===== config.mk =====
export PLATFORM = sky130hd
export DESIGN_NAME = ctrl_decode_q
export DESIGN_NICKNAME = d
export VERILOG_FILES = /design/src/rtl/ctrl_decode_q.sv
export SDC_FILE = /design/constraint.sdc
export NUM_CORES = 1
export LEC_CHECK = 0
export BUFFER_PORTS_ARGS = -buffer_cell sky130_fd_sc_hd__buf_2
export CORE_MARGIN = 2
export CORE_UTILIZATION = 25
export DETAILED_ROUTE_END_ITERATION = 8
export SKIP_LAST_GASP = 1
export SYNTH_ARGS = -nofsm -noshare
export SYNTH_HDL_FRONTEND = slang
export SYNTH_SLANG_ARGS = --single-unit

===== constraint.sdc =====
create_clock -name clk -period 6.3 [get_ports clk]
set_input_delay 1.26 -clock clk [delete_from_list [all_inputs] [get_ports clk]]
set_output_delay 1.26 -clock clk [all_outputs]
set_load 0.02 [all_outputs]

===== src/rtl/ctrl_decode_q.sv =====
// ctrl_decode_q: RV32I/RV32M control decoder feeding a valid/ready FIFO of decoded bundles
module ctrl_decode_q #(
    parameter bit EN_M  = 1'b1,
    parameter int DEPTH = 2,
    parameter int CNT_W = 16
) (
    input  logic             clk,
    input  logic             rst_n,
    input  logic             in_valid,
    output logic             in_ready,
    input  logic [31:0]      instr,
    input  logic             flush,
    output logic             out_valid,
    input  logic             out_ready,
    output logic [31:0]      out_instr,
    output logic [4:0]       alu_ctrl,
    output logic [1:0]       whb,
    output logic             su,
    output logic [1:0]       wos,
    output logic             illegal,
    output logic [CNT_W-1:0] illegal_cnt
);
    localparam int AW = $clog2(DEPTH);
    localparam int CW = AW + 1;
    localparam logic [4:0] ADD = 5'b00000, SUB = 5'b00001, AND = 5'b00010, OR = 5'b00100,
                           XOR = 5'b01000, SRL = 5'b01001, SLL = 5'b01010, SRA = 5'b01100,
                           PASSB = 5'b01101;
    typedef struct packed {
        logic [31:0] instr;
        logic [4:0]  alu;
        logic [1:0]  whb;
        logic        su;
        logic [1:0]  wos;
        logic        bad;
    } bundle_t;
    logic [6:0] op, f7;
    logic [2:0] f3;
    logic [4:0] alu, base;
    logic [1:0] dwhb, dwos;
    logic       dsu, bad, push, pop;
    logic [AW:0] count;
    logic [AW-1:0] wr_ptr, rd_ptr;
    bundle_t mem [DEPTH];
    bundle_t head;
    assign op = instr[6:0];
    assign f3 = instr[14:12];
    assign f7 = instr[31:25];
    always_comb begin
        base = f3 == 3'b000 ? ADD : f3 == 3'b001 ? SLL : f3[2:1] == 2'b01 ? SUB :
               f3 == 3'b100 ? XOR : f3 == 3'b101 ? SRL : f3 == 3'b110 ? OR : AND;
        alu = ADD;
        dwhb = 2'b10;
        dsu = 1'b1;
        dwos = 2'b01;
        bad = 1'b0;
        case (op)
            7'b0110011: begin
                if (f7 == 7'b0000001) begin
                    alu = {2'b10, f3};
                    bad = !EN_M;
                end else if (f7 == 7'b0100000) begin
                    alu = f3 == 3'b000 ? SUB : SRA;
                    bad = f3 != 3'b000 && f3 != 3'b101;
                end else begin
                    alu = base;
                    dsu = f3 != 3'b011;
                    dwos = f3[2:1] == 2'b01 ? 2'b00 : 2'b01;
                    bad = f7 != 7'b0000000;
                end
            end
            7'b0010011: begin
                alu = (f3 == 3'b101 && f7[5]) ? SRA : base;
                dsu = f3 != 3'b011;
                dwos = f3[2:1] == 2'b01 ? 2'b00 : 2'b01;
                bad = (f3 == 3'b001 && f7 != 7'b0000000) ||
                      (f3 == 3'b101 && f7 != 7'b0000000 && f7 != 7'b0100000);
            end
            7'b0000011: begin
                dwhb = f3[1:0];
                dsu = !f3[2];
                bad = f3[1:0] == 2'b11 || f3[2:1] == 2'b11;
            end
            7'b0100011: begin
                dwhb = f3[1:0];
                bad = f3[2] || f3[1:0] == 2'b11;
            end
            7'b1100011: begin
                alu = SUB;
                dsu = !(f3[2] && f3[1]);
                bad = f3[2:1] == 2'b01;
            end
            7'b1101111: dwos = 2'b10;
            7'b1100111: begin
                dwos = 2'b10;
                bad = f3 != 3'b000;
            end
            7'b0110111: alu = PASSB;
            7'b0010111: alu = ADD;
            default: bad = 1'b1;
        endcase
        if (bad) {alu, dwhb, dsu, dwos} = '0;
    end
    assign in_ready = count != CW'(DEPTH);
    assign out_valid = count != '0;
    assign push = in_valid & in_ready & ~flush;
    assign pop = out_valid & out_ready;
    always_ff @(posedge clk) begin
        if (!rst_n || flush) begin
            count <= '0;
            wr_ptr <= '0;
            rd_ptr <= '0;
        end else begin
            count <= count + CW'(push) - CW'(pop);
            if (push) wr_ptr <= wr_ptr + 1'b1;
            if (pop) rd_ptr <= rd_ptr + 1'b1;
        end
    end
    always_ff @(posedge clk) begin
        if (!rst_n) illegal_cnt <= '0;
        else if (push && bad && illegal_cnt != '1) illegal_cnt <= illegal_cnt + 1'b1;
    end
    always_ff @(posedge clk) begin
        if (push) mem[wr_ptr] <= '{instr, alu, dwhb, dsu, dwos, bad};
    end
    // An empty queue presents an all-zero bundle rather than stale storage.
    assign head = out_valid ? mem[rd_ptr] : '0;
    assign {out_instr, alu_ctrl, whb, su, wos, illegal} = head;
endmodule


==> report_table.html <==
<table>
<tr><th>Metric</th><th>Value</th></tr>
<tr><th colspan="2">CTS</th></tr>
<tr><td>Insertion delay of the later-clocked pin in the worst-skew pair</td><td>0.36 ns</td></tr>
<tr><td>Post_cts resized</td><td>0</td></tr>
<tr><td>Clock root buffer</td><td>sky130_fd_sc_hd__clkbuf_16</td></tr>
<tr><td>Number of sinks on the clock net</td><td>107</td></tr>
<tr><td>Number of buffers added by the clock tree synthesis step</td><td>9</td></tr>
<tr><td>CTS Hold Bufs</td><td>0</td></tr>
<tr><td>Clock tree from TritonCTS</td><td>yes</td></tr>
<tr><td>Clock tree buffer depth</td><td>2</td></tr>
<tr><td>CTS HTree Levels</td><td>3</td></tr>
<tr><td>Post-CTS clock slew at the launch and capture registers of the worst setup and hold paths</td><td>0.08 ns</td></tr>
<tr><td>Post-CTS setup repair buffer count</td><td>0</td></tr>
<tr><th colspan="2">Synth</th></tr>
<tr><td>Fraction of synthesized cell area in xor and xnor cells</td><td>0.01074</td></tr>
<tr><td>Async S/R FF share, synth</td><td>0</td></tr>
<tr><td>Number of synthesized flops with an enable pin</td><td>between 80 and 90</td></tr>
<tr><td>Multiplexer share of the synthesized area</td><td>0.09611</td></tr>
<tr><td>Synthesized area</td><td>4895 um2</td></tr>
<tr><td>Post-synthesis share of cell area spent on full adders, half adders and majority gates</td><td>0.007669</td></tr>
<tr><td>Synth unique cells</td><td>59</td></tr>
<tr><td>Complex-gate fraction of the synthesized area</td><td>0.08384</td></tr>
<tr><td>Simple-Gate Fraction of Synth Area</td><td>0.1562</td></tr>
<tr><td>Combinational family with the most area after synthesis</td><td>simple AND/OR/NAND/NOR gates</td></tr>
<tr><td>Instance count of the mapped netlist</td><td>409</td></tr>
<tr><td>Main flop type after synthesis</td><td>sky130_fd_sc_hd__edfxtp_1</td></tr>
<tr><td>Mean instance size in the synthesized netlist</td><td>11.97 um2</td></tr>
<tr><td>Synthesis-stage register bit count</td><td>107</td></tr>
<tr><td>Sequential share of the synthesized area</td><td>0.6135</td></tr>
<tr><td>Net count after synthesis</td><td>around 450</td></tr>
<tr><td>Synthesis warning total</td><td>0</td></tr>
<tr><th colspan="2">Place</th></tr>
<tr><td>Detailed placer's ending HPWL</td><td>7453 um</td></tr>
<tr><td>Cell count after placement</td><td>between 700 and 800</td></tr>
<tr><td>Gp weighted congestion</td><td>0.8347</td></tr>
<tr><td>Count of input and output buffers</td><td>97</td></tr>
<tr><th colspan="2">Power</th></tr>
<tr><td>Power density of the placed cells</td><td>260.8 nW/um2</td></tr>
<tr><td>VDD IR max</td><td>approximately 120 uV</td></tr>
<tr><td>Standby leakage power</td><td>2.134 nW</td></tr>
<tr><th colspan="2">Detailed routing</th></tr>
<tr><td>Number of remaining DRC errors</td><td>0</td></tr>
<tr><td>Post-DR wirelength/cell</td><td>14.91 um</td></tr>
<tr><td>Number of routed nets with antenna violations</td><td>0</td></tr>
<tr><td>Detailed router's first-iteration violation count</td><td>206</td></tr>
<tr><td>Routed via count divided by cell count</td><td>4.593</td></tr>
<tr><td>Final WL</td><td>11390 um</td></tr>
<tr><td>Number of iterations in the first detailed-routing pass</td><td>5</td></tr>
<tr><td>Detailed-route via count</td><td>around 3500</td></tr>
<tr><th colspan="2">STA</th></tr>
<tr><td>Final setup violating endpoints</td><td>0</td></tr>
<tr><td>Fin. max-slew vios</td><td>0</td></tr>
<tr><td>Post-route clock period utilization</td><td>0.5337</td></tr>
<tr><td>Final hold violation count</td><td>0</td></tr>
<tr><td>Shortest clock period the worst path allows after layout</td><td>3.362 ns</td></tr>
<tr><td>Summed negative setup slack over all endpoints</td><td>0 ns</td></tr>
<tr><td>Max Clk Rate</td><td>297.4 MHz</td></tr>
<tr><td>Clk_skew</td><td>0.008953 ns</td></tr>
<tr><td>Measured slew at the worst slew-check pin</td><td>1.176 ns</td></tr>
<tr><td>Slew headroom</td><td>0.2161</td></tr>
<tr><td>RSZ-0062 raised after global routing</td><td>false</td></tr>
<tr><th colspan="2">Setup path</th></tr>
<tr><td>CP Class</td><td>in2reg</td></tr>
<tr><td>Worst r2r path cells</td><td>9</td></tr>
<tr><td>Startpoint types</td><td>input port</td></tr>
<tr><td>Reg-to-reg endpoint</td><td>count[1]</td></tr>
<tr><td>Origin of the critical flop-to-flop path</td><td>count[1]</td></tr>
<tr><td>Arrival time of the worst setup path</td><td>3.65 ns</td></tr>
<tr><td>Minimum setup slack among reg-to-reg paths</td><td>3.78 ns</td></tr>
<tr><td>Critical path fanouts, max</td><td>35</td></tr>
<tr><td>Kind of end point of the critical path</td><td>register</td></tr>
<tr><td>Required time of the worst setup path</td><td>6.59 ns</td></tr>
<tr><th colspan="2">Floorplan</th></tr>
<tr><td>Die area</td><td>20710 um2</td></tr>
<tr><td>Horizontal die dimension</td><td>143.9 um</td></tr>
<tr><td>Effective utilization at floorplan</td><td>0.2532</td></tr>
<tr><td>Core area</td><td>19330 um2</td></tr>
<tr><td>Die outline height</td><td>143.9 um</td></tr>
<tr><td>Io pins</td><td>98</td></tr>
<tr><td>Num rows</td><td>just over 50</td></tr>
<tr><th colspan="2">GRT</th></tr>
<tr><td>Overall overflow remaining after global route</td><td>0</td></tr>
<tr><td>Vias in the first global route</td><td>about 3400</td></tr>
<tr><td>Number of antenna violations at the first check in global routing</td><td>0</td></tr>
<tr><td>Pin count of the biggest net entering global routing</td><td>45</td></tr>
<tr><td>GRT Util Overall</td><td>0.1113</td></tr>
<tr><td>Wire length of the first global-routing pass</td><td>17690 um</td></tr>
<tr><th colspan="2">Finish</th></tr>
<tr><td>Most common library cell in the layout ignoring fill and taps</td><td>sky130_fd_sc_hd__buf_2</td></tr>
<tr><td>Share of layout cells above drive strength 1</td><td>0.2585</td></tr>
<tr><td>Final layout net count</td><td>534</td></tr>
<tr><td>Layout area overhead</td><td>21.93%</td></tr>
<tr><td># fillers</td><td>1969</td></tr>
<tr><td>Core occupancy in the finished layout</td><td>0.3087</td></tr>
<tr><td>Total inserted antenna cells</td><td>0</td></tr>
<tr><td>Commonest cells after routing, fill and taps aside</td><td>97 x sky130_fd_sc_hd__buf_2, 86 x sky130_fd_sc_hd__edfxtp_1, 60 x sky130_fd_sc_hd__nor2_1</td></tr>
<tr><td>Post-layout instance count excluding filler cells</td><td>between 700 and 800</td></tr>
<tr><th colspan="2">Hold path</th></tr>
<tr><td>WHS Endpoint</td><td>illegal_cnt[9]</td></tr>
<tr><td>Hold Path Class</td><td>reg2reg</td></tr>
<tr><td>Cell depth of the worst min-delay path</td><td>2</td></tr>
<tr><td>Worst hold start</td><td>illegal_cnt[9]</td></tr>
<tr><th colspan="2">Job</th></tr>
<tr><td>Max-cap viol count</td><td>0</td></tr>
<tr><th colspan="2">Run status</th></tr>
<tr><td>Result of the run</td><td>completed</td></tr>
</table>
-- cells in the mapped netlist (3+ instances only) --
master | number | area, um2
sky130_fd_sc_hd__edfxtp_1 | 86 | 2582
sky130_fd_sc_hd__nor2_1 | 61 | 229.0
sky130_fd_sc_hd__mux2i_1 | 47 | 470.5
sky130_fd_sc_hd__a21oi_1 | 22 | 110.1
sky130_fd_sc_hd__dfxtp_1 | 21 | 420.4
sky130_fd_sc_hd__nand2_1 | 16 | 60.06
sky130_fd_sc_hd__o21ai_0 | 14 | 70.07
sky130_fd_sc_hd__or3_1 | 13 | 81.33
sky130_fd_sc_hd__clkbuf_1 | 12 | 45.04
sky130_fd_sc_hd__nand3_1 | 11 | 55.05
sky130_fd_sc_hd__inv_1 | 8 | 30.03
sky130_fd_sc_hd__buf_1 | 6 | 22.52
sky130_fd_sc_hd__nand2b_1 | 6 | 37.54
sky130_fd_sc_hd__and3_1 | 5 | 31.28
sky130_fd_sc_hd__and2_1 | 4 | 25.02
sky130_fd_sc_hd__buf_2 | 4 | 20.02
sky130_fd_sc_hd__nand4_1 | 4 | 25.02
sky130_fd_sc_hd__nor2b_1 | 4 | 25.02
sky130_fd_sc_hd__nor3_1 | 4 | 20.02
sky130_fd_sc_hd__xnor2_1 | 4 | 35.03
sky130_fd_sc_hd__and4_1 | 3 | 26.28
sky130_fd_sc_hd__ha_1 | 3 | 37.54
sky130_fd_sc_hd__o21a_1 | 3 | 22.52
sky130_fd_sc_hd__o21ai_1 | 3 | 15.01
sky130_fd_sc_hd__o31ai_1 | 3 | 22.52
-- cell families after synthesis --
group / Yosys count
compound gates: 64
xor+xnor: 6
fa+ha+maj: 3
buf+inv: 35
flops: 107
mux: 47
simple gates: 147
-- final cells by class --
class	count	area, um2	share of cell area
Sequential cell	107	3004	0.5034
Multi-Input combinational cell	267	1752	0.2935
Timing Repair Buffer	100	508.0	0.08512
Tap cell	265	331.6	0.05556
Clock buffer	9	225.2	0.03774
Clock inverter	7	113.9	0.01908
Inverter	9	33.78	0.005660
-- how the worst max path moves through the flow --
stage               startpoint              end  cells after the start
finish                instr[4]  illegal_cnt[13]                      8
global route          count[1]           wos[0]                      3
CTS                   register          illegal                      4
detailed placement    instr[4]  illegal_cnt[13]                      8
global placement      instr[4]  illegal_cnt[14]                      8
floorplan                flush        mem[0][0]                      3
-- through the flow --
step                      hold slack, ns  setup WS [ns]  total power [mW]  instance area (um2)
final                             0.4920          2.938             1.557                 5968
after global routing              0.5334          2.857             1.629                 5968
after CTS                         0.4996          2.968             1.585                 5968
after detailed placement          0.4812          2.604            0.9412                 5629
after global placement            0.4622          2.724            0.9371                 5629
after floorplan                   0.4812          2.205            0.8883                 4895
-- where the power goes --
group | internal, mW | total (mW) | switching, mW
sequential | 0.782 | 0.788 | 0.00588
combinational | 0.0447 | 0.134 | 0.0897
clock | 0.359 | 0.635 | 0.276
total | 1.19 | 1.56 | 0.371
-- worst max-delay path, stage by stage --
cell and delay (ns):
sky130_fd_sc_hd__buf_2 0.19, sky130_fd_sc_hd__nor2b_4 0.19, sky130_fd_sc_hd__or4b_1 0.62, sky130_fd_sc_hd__nor4b_2 0.36, sky130_fd_sc_hd__a211oi_2 0.08, sky130_fd_sc_hd__buf_4 0.24, sky130_fd_sc_hd__or4_1 0.53, sky130_fd_sc_hd__a21oi_1 0.16
-- routing by layer --
layer / up-vias / global-route usage / wire length, um
met1: 1711 / 0.1375 / 4956
met4: 0 / 0.02580 / 84
li1: 1678 / - / -
met3: 8 / 0.03466 / 716
met5: - / 0 / 0
met2: 112 / 0.1900 / 5631
-- sequential cells by signal, indices dropped and copies added, names as in the netlist, named ones only --
| signal | flops |
|---|---|
| count | 2 |
| wr_ptr | 1 |
| mem | 86 |
| rd_ptr | 1 |
| illegal_cnt | 16 |
(Power assumes the default switching activity.)
